<file path="config.mk">
export PLATFORM = sky130hd
export DESIGN_NAME = run_ctrl_flat
export DESIGN_NICKNAME = d
export VERILOG_FILES = /design/src/rtl/run_ctrl_if.sv /design/src/rtl/run_ctrl.sv /design/src/flat_wrapper.sv
export SDC_FILE = /design/constraint.sdc
export NUM_CORES = 1
export LEC_CHECK = 0
export CAP_MARGIN = 20
export CORE_UTILIZATION = 45
export CTS_CLUSTER_DIAMETER = 30
export CTS_CLUSTER_SIZE = 40
export DETAILED_ROUTE_END_ITERATION = 16
export GPL_TIMING_DRIVEN = 0
export PLACE_DENSITY_LB_ADDON = 0.12
export SYNTH_ARGS = -nofsm -noshare
export SYNTH_HDL_FRONTEND = slang
export SYNTH_SLANG_ARGS = --single-unit
</file>
<file path="constraint.sdc">
create_clock -name CLK -period 1.8 [get_ports CLK]
set_input_delay 0.27 -clock CLK [delete_from_list [all_inputs] [get_ports CLK]]
set_output_delay 0.27 -clock CLK [all_outputs]
set_load 0.005 [all_outputs]
</file>
<file path="src/rtl/run_ctrl_if.sv">
`default_nettype none
// ============================================================================
// run_ctrl_if : key/switch/halt inputs and CPU control/status outputs of the
//               run/step controller.  Revision 1.0
// ============================================================================
interface run_ctrl_if #(
    parameter int CNT_W = 32
);
    logic [1:0]       KEY_P;
    logic [9:0]       SW;
    logic             HALT_REQ;
    logic             CPU_EN;
    logic             CPU_RST;
    logic [2:0]       STATE;
    logic             HALTED;
    logic [CNT_W-1:0] CYC_CNT;

    modport master (
        output KEY_P, SW, HALT_REQ,
        input  CPU_EN, CPU_RST, STATE, HALTED, CYC_CNT
    );

    modport slave (
        input  KEY_P, SW, HALT_REQ,
        output CPU_EN, CPU_RST, STATE, HALTED, CYC_CNT
    );
endinterface
`default_nettype wire

</file>
<file path="src/rtl/run_ctrl.sv">
`default_nettype none
// ============================================================================
// run_ctrl : run/step controller producing the MIPS core clock-enable/reset
//            for single-step, burst, free-run and run-until-halt execution.
//            Revision 1.0
// ============================================================================
module run_ctrl #(
    parameter int RST_CYC = 4,
    parameter int CNT_W   = 32
) (
    input  logic     CLK,
    input  logic     RST,
    run_ctrl_if.slave bus
);
    localparam int            RW       = (RST_CYC > 1) ? $clog2(RST_CYC) : 1;
    localparam logic [RW-1:0] RST_LOAD = RW'(RST_CYC - 1);

    typedef enum logic [2:0] {
        S_INIT  = 3'd0,
        S_IDLE  = 3'd1,
        S_STEP  = 3'd2,
        S_BURST = 3'd3,
        S_RUN   = 3'd4,
        S_CRST  = 3'd5
    } state_t;

    state_t           state, state_nx;
    logic [RW-1:0]    rst_cnt, rst_cnt_nx;
    logic [7:0]       burst_cnt, burst_cnt_nx;
    logic [1:0]       mode, mode_nx;
    logic             halted, halted_nx;
    logic             cyc_clr;
    logic             cpu_en, cpu_en_nx;
    logic             cpu_rst, cpu_rst_nx;
    logic [CNT_W-1:0] cyc_cnt;

    logic go, stop, halt_hit;

    assign go   = bus.KEY_P[0];
    assign stop = bus.KEY_P[1];
    // Free-run (10) is the only run mode that ignores the core's halt request.
    assign halt_hit = bus.HALT_REQ && (mode != 2'b10);

    always_comb begin
        state_nx     = state;
        rst_cnt_nx   = rst_cnt;
        burst_cnt_nx = burst_cnt;
        mode_nx      = mode;
        halted_nx    = halted;
        cyc_clr      = 1'b0;
        case (state)
            S_INIT, S_CRST: begin
                if (rst_cnt == '0)
                    state_nx = S_IDLE;
                else
                    rst_cnt_nx = rst_cnt - 1'b1;
            end
            S_IDLE: begin
                if (stop) begin
                    state_nx   = S_CRST;
                    rst_cnt_nx = RST_LOAD;
                    halted_nx  = 1'b0;
                    cyc_clr    = 1'b1;
                end else if (go && !(bus.SW[9:8] == 2'b01 && bus.SW[7:0] == 8'd0)) begin
                    mode_nx      = bus.SW[9:8];
                    burst_cnt_nx = bus.SW[7:0];
                    halted_nx    = 1'b0;
                    case (bus.SW[9:8])
                        2'b00:   state_nx = S_STEP;
                        2'b01:   state_nx = S_BURST;
                        default: state_nx = S_RUN;
                    endcase
                end
            end
            S_STEP: begin
                state_nx = S_IDLE;
            end
            S_BURST: begin
                burst_cnt_nx = burst_cnt - 8'd1;
                if (halt_hit)
                    halted_nx = 1'b1;
                if (stop || halt_hit || burst_cnt == 8'd1)
                    state_nx = S_IDLE;
            end
            S_RUN: begin
                if (halt_hit)
                    halted_nx = 1'b1;
                if (stop || halt_hit)
                    state_nx = S_IDLE;
            end
            default: begin
                state_nx   = S_INIT;
                rst_cnt_nx = RST_LOAD;
            end
        endcase
    end

    // Outputs are decoded from the next state so they are registered yet
    // change in the same cycle the state does.
    assign cpu_en_nx  = (state_nx == S_STEP) || (state_nx == S_BURST) || (state_nx == S_RUN);
    assign cpu_rst_nx = (state_nx == S_INIT) || (state_nx == S_CRST);

    always_ff @(posedge CLK) begin
        if (!RST) begin
            state     <= S_INIT;
            rst_cnt   <= RST_LOAD;
            burst_cnt <= 8'd0;
            mode      <= 2'b00;
            halted    <= 1'b0;
            cpu_en    <= 1'b0;
            cpu_rst   <= 1'b1;
            cyc_cnt   <= '0;
        end else begin
            state     <= state_nx;
            rst_cnt   <= rst_cnt_nx;
            burst_cnt <= burst_cnt_nx;
            mode      <= mode_nx;
            halted    <= halted_nx;
            cpu_en    <= cpu_en_nx;
            cpu_rst   <= cpu_rst_nx;
            if (cyc_clr)
                cyc_cnt <= '0;
            else if (cpu_en)
                cyc_cnt <= cyc_cnt + 1'b1;
        end
    end

    assign bus.CPU_EN  = cpu_en;
    assign bus.CPU_RST = cpu_rst;
    assign bus.STATE   = state;
    assign bus.HALTED  = halted;
    assign bus.CYC_CNT = cyc_cnt;
endmodule
`default_nettype wire

</file>
<file path="src/flat_wrapper.sv">
// flat-port wrapper written by rule: the top's interface ports become plain ports
module run_ctrl_flat 
#(
    parameter int RST_CYC = 4,
    parameter int CNT_W   = 32
)
  (CLK, RST, bus_KEY_P, bus_SW, bus_HALT_REQ, bus_CPU_EN, bus_CPU_RST, bus_STATE, bus_HALTED, bus_CYC_CNT);
  run_ctrl_if #(.CNT_W(CNT_W)) bus_i ();
  input  logic CLK;
  input  logic RST;
  input wire logic [$bits(bus_i.KEY_P)-1:0] bus_KEY_P;
  input wire logic [$bits(bus_i.SW)-1:0] bus_SW;
  input wire logic [$bits(bus_i.HALT_REQ)-1:0] bus_HALT_REQ;
  output wire logic [$bits(bus_i.CPU_EN)-1:0] bus_CPU_EN;
  output wire logic [$bits(bus_i.CPU_RST)-1:0] bus_CPU_RST;
  output wire logic [$bits(bus_i.STATE)-1:0] bus_STATE;
  output wire logic [$bits(bus_i.HALTED)-1:0] bus_HALTED;
  output wire logic [$bits(bus_i.CYC_CNT)-1:0] bus_CYC_CNT;
  assign bus_i.KEY_P = bus_KEY_P;
  assign bus_i.SW = bus_SW;
  assign bus_i.HALT_REQ = bus_HALT_REQ;
  assign bus_CPU_EN = bus_i.CPU_EN;
  assign bus_CPU_RST = bus_i.CPU_RST;
  assign bus_STATE = bus_i.STATE;
  assign bus_HALTED = bus_i.HALTED;
  assign bus_CYC_CNT = bus_i.CYC_CNT;
  run_ctrl #(.RST_CYC(RST_CYC), .CNT_W(CNT_W)) u_core (.CLK(CLK), .RST(RST), .bus(bus_i));
endmodule
</file>
Word level (Yosys, flattened, before mapping)

Index checks and enable logic that the tools add are counted.

Bits in read-only memories: 0
Input bits: 15
Memory bits (writable): 0
Word-level logic and storage cells: 75
Register bits after elaboration: 50
Memories: 0
Bits in latches: 0

Add/sub/neg operators: 3
Eq/ne operators: 18
Shift-type cells: 0
$lt $le $gt $ge: 0
Divide/modulo/power cells: 0
Bitwise logic cells: 3
Muxes and demuxes: 19
Reduce and logical (&&, ||, !) cells: 24
Multipliers: 0

Operator list:

| kind                    | count |
|---|---|
| $add A32 B1 Y32 const B | 1 |
| $mux W8                 | 2 |
| $pmux W8 S2             | 1 |
| $mux W3                 | 5 |
| $pmux W3 S5             | 1 |
| $eq A3 B2 Y1 const B    | 4 |
| $eq A3 B3 Y1 const B    | 4 |
| $reduce_and A3 Y1       | 4 |
| $eq A8 B1 Y1 const B    | 1 |
| $logic_not A8 Y1        | 1 |
| $ne A2 B2 Y1 const B    | 4 |
| $sub A8 B1 Y8 const B   | 1 |
| $logic_not A3 Y1        | 2 |
| $pmux W2 S3             | 1 |
| $pmux W3 S2             | 1 |
| $reduce_or A2 Y1        | 3 |
| $logic_or A1 B1 Y1      | 5 |
| $mux W1                 | 5 |
| $logic_not A2 Y1        | 2 |
| $mux W2                 | 2 |
| $ne A2 B1 Y1 const B    | 2 |
| $reduce_bool A2 Y1      | 2 |
| $eq A3 B1 Y1 const B    | 1 |
| $logic_and A1 B1 Y1     | 3 |
| other kinds (7)         | 9 |

Longest topological paths before layout

Depth after elaboration: 10
Gate-level depth with buffers: 7
Depth with buffers taken out: 7

Least setup slack after synthesis

No wires, ideal clock.

Path kind: register -> register
Start point: reg u_core.state[1] (netlist: u_core.bus.STATE[1])
End point: reg u_core.rst_cnt[1]
Setup time: 0.123 ns
Arrival: 1.822 ns
Setup slack: -0.145 ns
Data required time: 1.677 ns
Stages on the path, launching flop included: 7
Clock period less this slack: 1.945 ns
Cells stage by stage: dfxtp_1 > buf_6 > or3b_4 > nor3b_4 > a211oi_1 > a21oi_2 > mux2_1

Word-level cells in the longest chain between the ends: 4
Elaborated cells on any way between the ends: 13

Ends and longest elaborated chain:

| element                                                     | line            | text |
|---|---|---|
| start, declared                                             | run_ctrl.sv:27  | `state_t state, state_nx;` |
| start signal, assigned                                      | run_ctrl.sv:114 | `state <= state_nx;` |
| $eq A3 B3 Y1, or another cell as far along                  | run_ctrl.sv:51  | `case (state)` |
| $reduce_or A2 Y1 or $reduce_or A3 Y1 (tied branches)        | -               |  |
| $ne A2 B2 Y1 (no source line) or $not A1 Y1 (tied branches) | -               |  |
| $reduce_and A3 Y1 (no source line)                          | -               |  |
| end signal, assigned                                        | run_ctrl.sv:115 | `rst_cnt <= rst_cnt_nx;` |
| end, declared                                               | run_ctrl.sv:28  | `logic [RW-1:0] rst_cnt, rst_cnt_nx;` |

Several ways; a longest one is shown, not always the timed one.
A chain may end at the register's enable or synchronous reset.

Worst setup path in the final report

Same ends and word-level chain as after synthesis.

==> results.md <==
* Outcome: finished clean
* Max-cap violations at 0
* Vias in the first global route at about 1900
* # port buffers at 52
* Clock sink count at 50
* Final min period at ~1.8 ns
* Top_reg_cell synth: dfxtp_1
* Critical Path Start Type: flop
* Dpl cell area at approximately 0.003 mm^2
* #FFs+latches synth at 50
* Antenna viol nets, final at 0
* Initial DRT Pass Iterations at 4
* Initial antenna violation count at 0
* Netlist Area Pre-Place at 0.00238 mm^2
* Post-synth EDFFs at 0
* Final-report setup violation count at 0
* Nets@finish at 364
* Final Slew Violations at 0
* CTS max path bufs at 2
* Cell variety after synth at 50
* Htree depth at 2
* I/O pin cnt at 53
* Final Hold Fails at 0
* Detailed-route wire length per cell at approximately 13 um
* Area fraction of the dominant cell type after synthesis at between 40% and 50%
* Synth area leader: dfxtp_1
* First-pass GRT wire length at roughly 8900 um
* Hold Crit Class: reg2reg
* Total GRT Usage at a little over a fifth
* Synth top cells by count: dfxtp_1, nor2_1, xor2_1
* Pin count of the biggest net entering global routing at 17
* Post-Layout Inst Area at about 0.0033 mm^2
* Fin crit share at 98.4%
* CTS tree: yes
* Count leader, synth: dfxtp_1
* Post-Syn Area per Cell at just under 9 um^2
* Worst EP arrival at a little under 2 ns
* Via count at between 2000 and 2500
* Skew-Pair Late Insertion Delay at 0.31 ns
* CTS Buf Count at 5
* Register area share after synthesis at a little over two fifths
* GPL Wtd Cong at approximately 0.86
* Clock Skews at 0.00868 ns
* CP max stage cell: or3b_4
* Crit. End Element: flop
* Async SR Flop Fraction at 0%
* Share of layout cells above drive strength 1 at 14.7%
* Yosys warning count at 0
* DR vias/cell at 5.29
* Die W at about 75 um
* Power density over cell area at 729 mW/mm^2
* Die Area at between 0.005 and 0.006 mm^2
* # rows at 26
* Pre-CTS setup slack at -0.286 ns
* Leakage power at about 1.2 nW
* Worst path cell trace: or3b_4 -> nor3b_4 -> a211oi_2 -> a21oi_2 -> mux2_4
* Worst Path Class, Setup: reg2reg
* Least-Margin Pin Slew at approximately 0.5 ns
* Post-Route WL at about 5400 um
* Post-Syn Instances at 271
* Net Count, Synth at 290
* Chip Height at 74.8 um
* Initial Util at 46.7%
* CP Data Required Time at around 2.0 ns
* Top cells by area, synth: dfxtp_1, xor2_1, nor2_1
* CP Max Fanout at 5
* Grt ovf at 0
* N_diodes at 0
* Max Freq at around 560 MHz
* Detailed Route Iter0 Violations at 59
* RSZ-0062 raised after global routing: yes
* DRC violations left at 0
* Crit path largest cell delay at 0.42 ns
* Core area at 0.00511 mm^2
* Max VDD drop at 426 uV
* Root Driver: clkbuf_8
* Synth-to-layout area growth at 36.8%
* Slew Limit Headroom at around two thirds
* Clock slew at reported path FFs at 0.09 ns
* Post-DP HPWL at between 3000 and 4000 um
* Post-route worst setup slack at about 0.030 ns
==> power breakdown <==
| group | total, mW | internal [mW] | leakage, nW | switching [mW] |
|---|---|---|---|---|
| Combinational | 0.467 | 0.246 | 0.790 | 0.222 |
| Clock | 0.707 | 0.317 | 0.0478 | 0.390 |
| Sequential | 1.20 | 1.16 | 0.407 | 0.0412 |
| Total | 2.38 | 1.72 | 1.24 | 0.653 |
==> cells by family (layout without fill, tap and decap cells) <==
kind of cell             Yosys count  count (layout)  share of synthesized area (%)
XOR/XNOR                          30              30                           11.0
AND/OR/NAND/NOR                  132             132                           30.7
AO/OA/AOI/OAI                     36              36                           10.2
buffers and inverters             17              92                           3.10
multiplexers                       2               2                          0.892
flip-flops                        50              50                           42.0
adder cells (fa/ha/maj)            4               4                           2.10
==> area by class of cell <==
type / instances / area (um^2)
plain buffers: 8 / 45.0
clock buffers: 6 / 82.6
clock inverters: 2 / 16.3
fillers: 459 / 1850
inverters: 7 / 26.3
multi-input cells: 204 / 1340
flip-flops and latches: 50 / 1010
well taps: 70 / 87.6
repair buffers: 69 / 653
==> what timing repair did <==
action | CTS | global route
resized for setup | 8 | 12
gates cloned | 1 | 0
pin swaps | 3 | 6
hold buffers | 0 | 0
buffers inserted | 6 | 10
setup endpoints to repair | 46 | 44
hold endpoints to repair | 0 | 0
==> stage by stage <==
step                      hold WS [ns]  instances  total power, mW  TNS (ns)  utilization, %
after floorplan                  0.403        271             1.47   -0.0848               -
after global placement           0.438        393             1.61     -8.50            58.7
after detailed placement         0.445        393             1.62     -9.33            58.7
after CTS                        0.458        408             2.34   -0.0606            62.0
after global routing             0.480        416             2.51   -0.0888            63.9
final                            0.454        416             2.38         0            63.9
==> cell usage in the layout, fill, tap and decap left out, types with 3 or more instances in the layout <==
master	n
a211oi_2	3
or3_1	3
nand3_1	20
and4_1	4
nor4_1	5
nand4_1	10
inv_1	7
o21ai_0	3
buf_4	14
buf_6	3
nor2_1	39
dfxtp_1	45
a21oi_1	14
clkbuf_2	3
xnor2_1	5
clkbuf_8	6
clkdlybuf4s50_1	52
clkbuf_1	3
xor2_1	25
ha_1	4
nand2b_1	3
and2_1	3
nand2_1	24
dfxtp_4	3
and3_1	4
==> flip-flops by register name (all words and copies together), names as in the netlist <==
| register | cells |
|---|---|
| u_core.mode | 2 |
| u_core.burst_cnt | 8 |
| u_core.bus.CPU_EN | 1 |
| u_core.bus.STATE | 3 |
| u_core.bus.CPU_RST | 1 |
| u_core.bus.HALTED | 1 |
| u_core.bus.CYC_CNT | 32 |
| u_core.rst_cnt | 2 |
==> final timing paths <==
check | from | to | slack [ns] | depth (start not counted)
hold reg to reg | u_core.mode[0] | u_core.mode[0] | 0.45 | 2
hold / removal | u_core.mode[0] | u_core.mode[0] | 0.45 | 2
setup reg to reg | u_core.bus.STATE[1] | u_core.rst_cnt[1] | 0.03 | 5
setup / recovery | u_core.bus.STATE[1] | u_core.rst_cnt[1] | 0.03 | 5
==> routing by layer <==
layer,vias up,wire length (um),GRT usage (%)
met4,0,42,9.43
met5,-,0,0
met3,4,195,3.75
li1,1102,-,-
met2,58,2750,36.1
met1,1035,2450,25.4
==> critical path: cells and delay by family, from the launching register on <==
kind	cells	cell delay (ns)
and+or+nand+nor	2	0.66
AOI/OAI and AO/OA	2	0.32
muxes	1	0.32
DFF	1	0.37
Note: power is estimated with default switching activity, not from simulation.
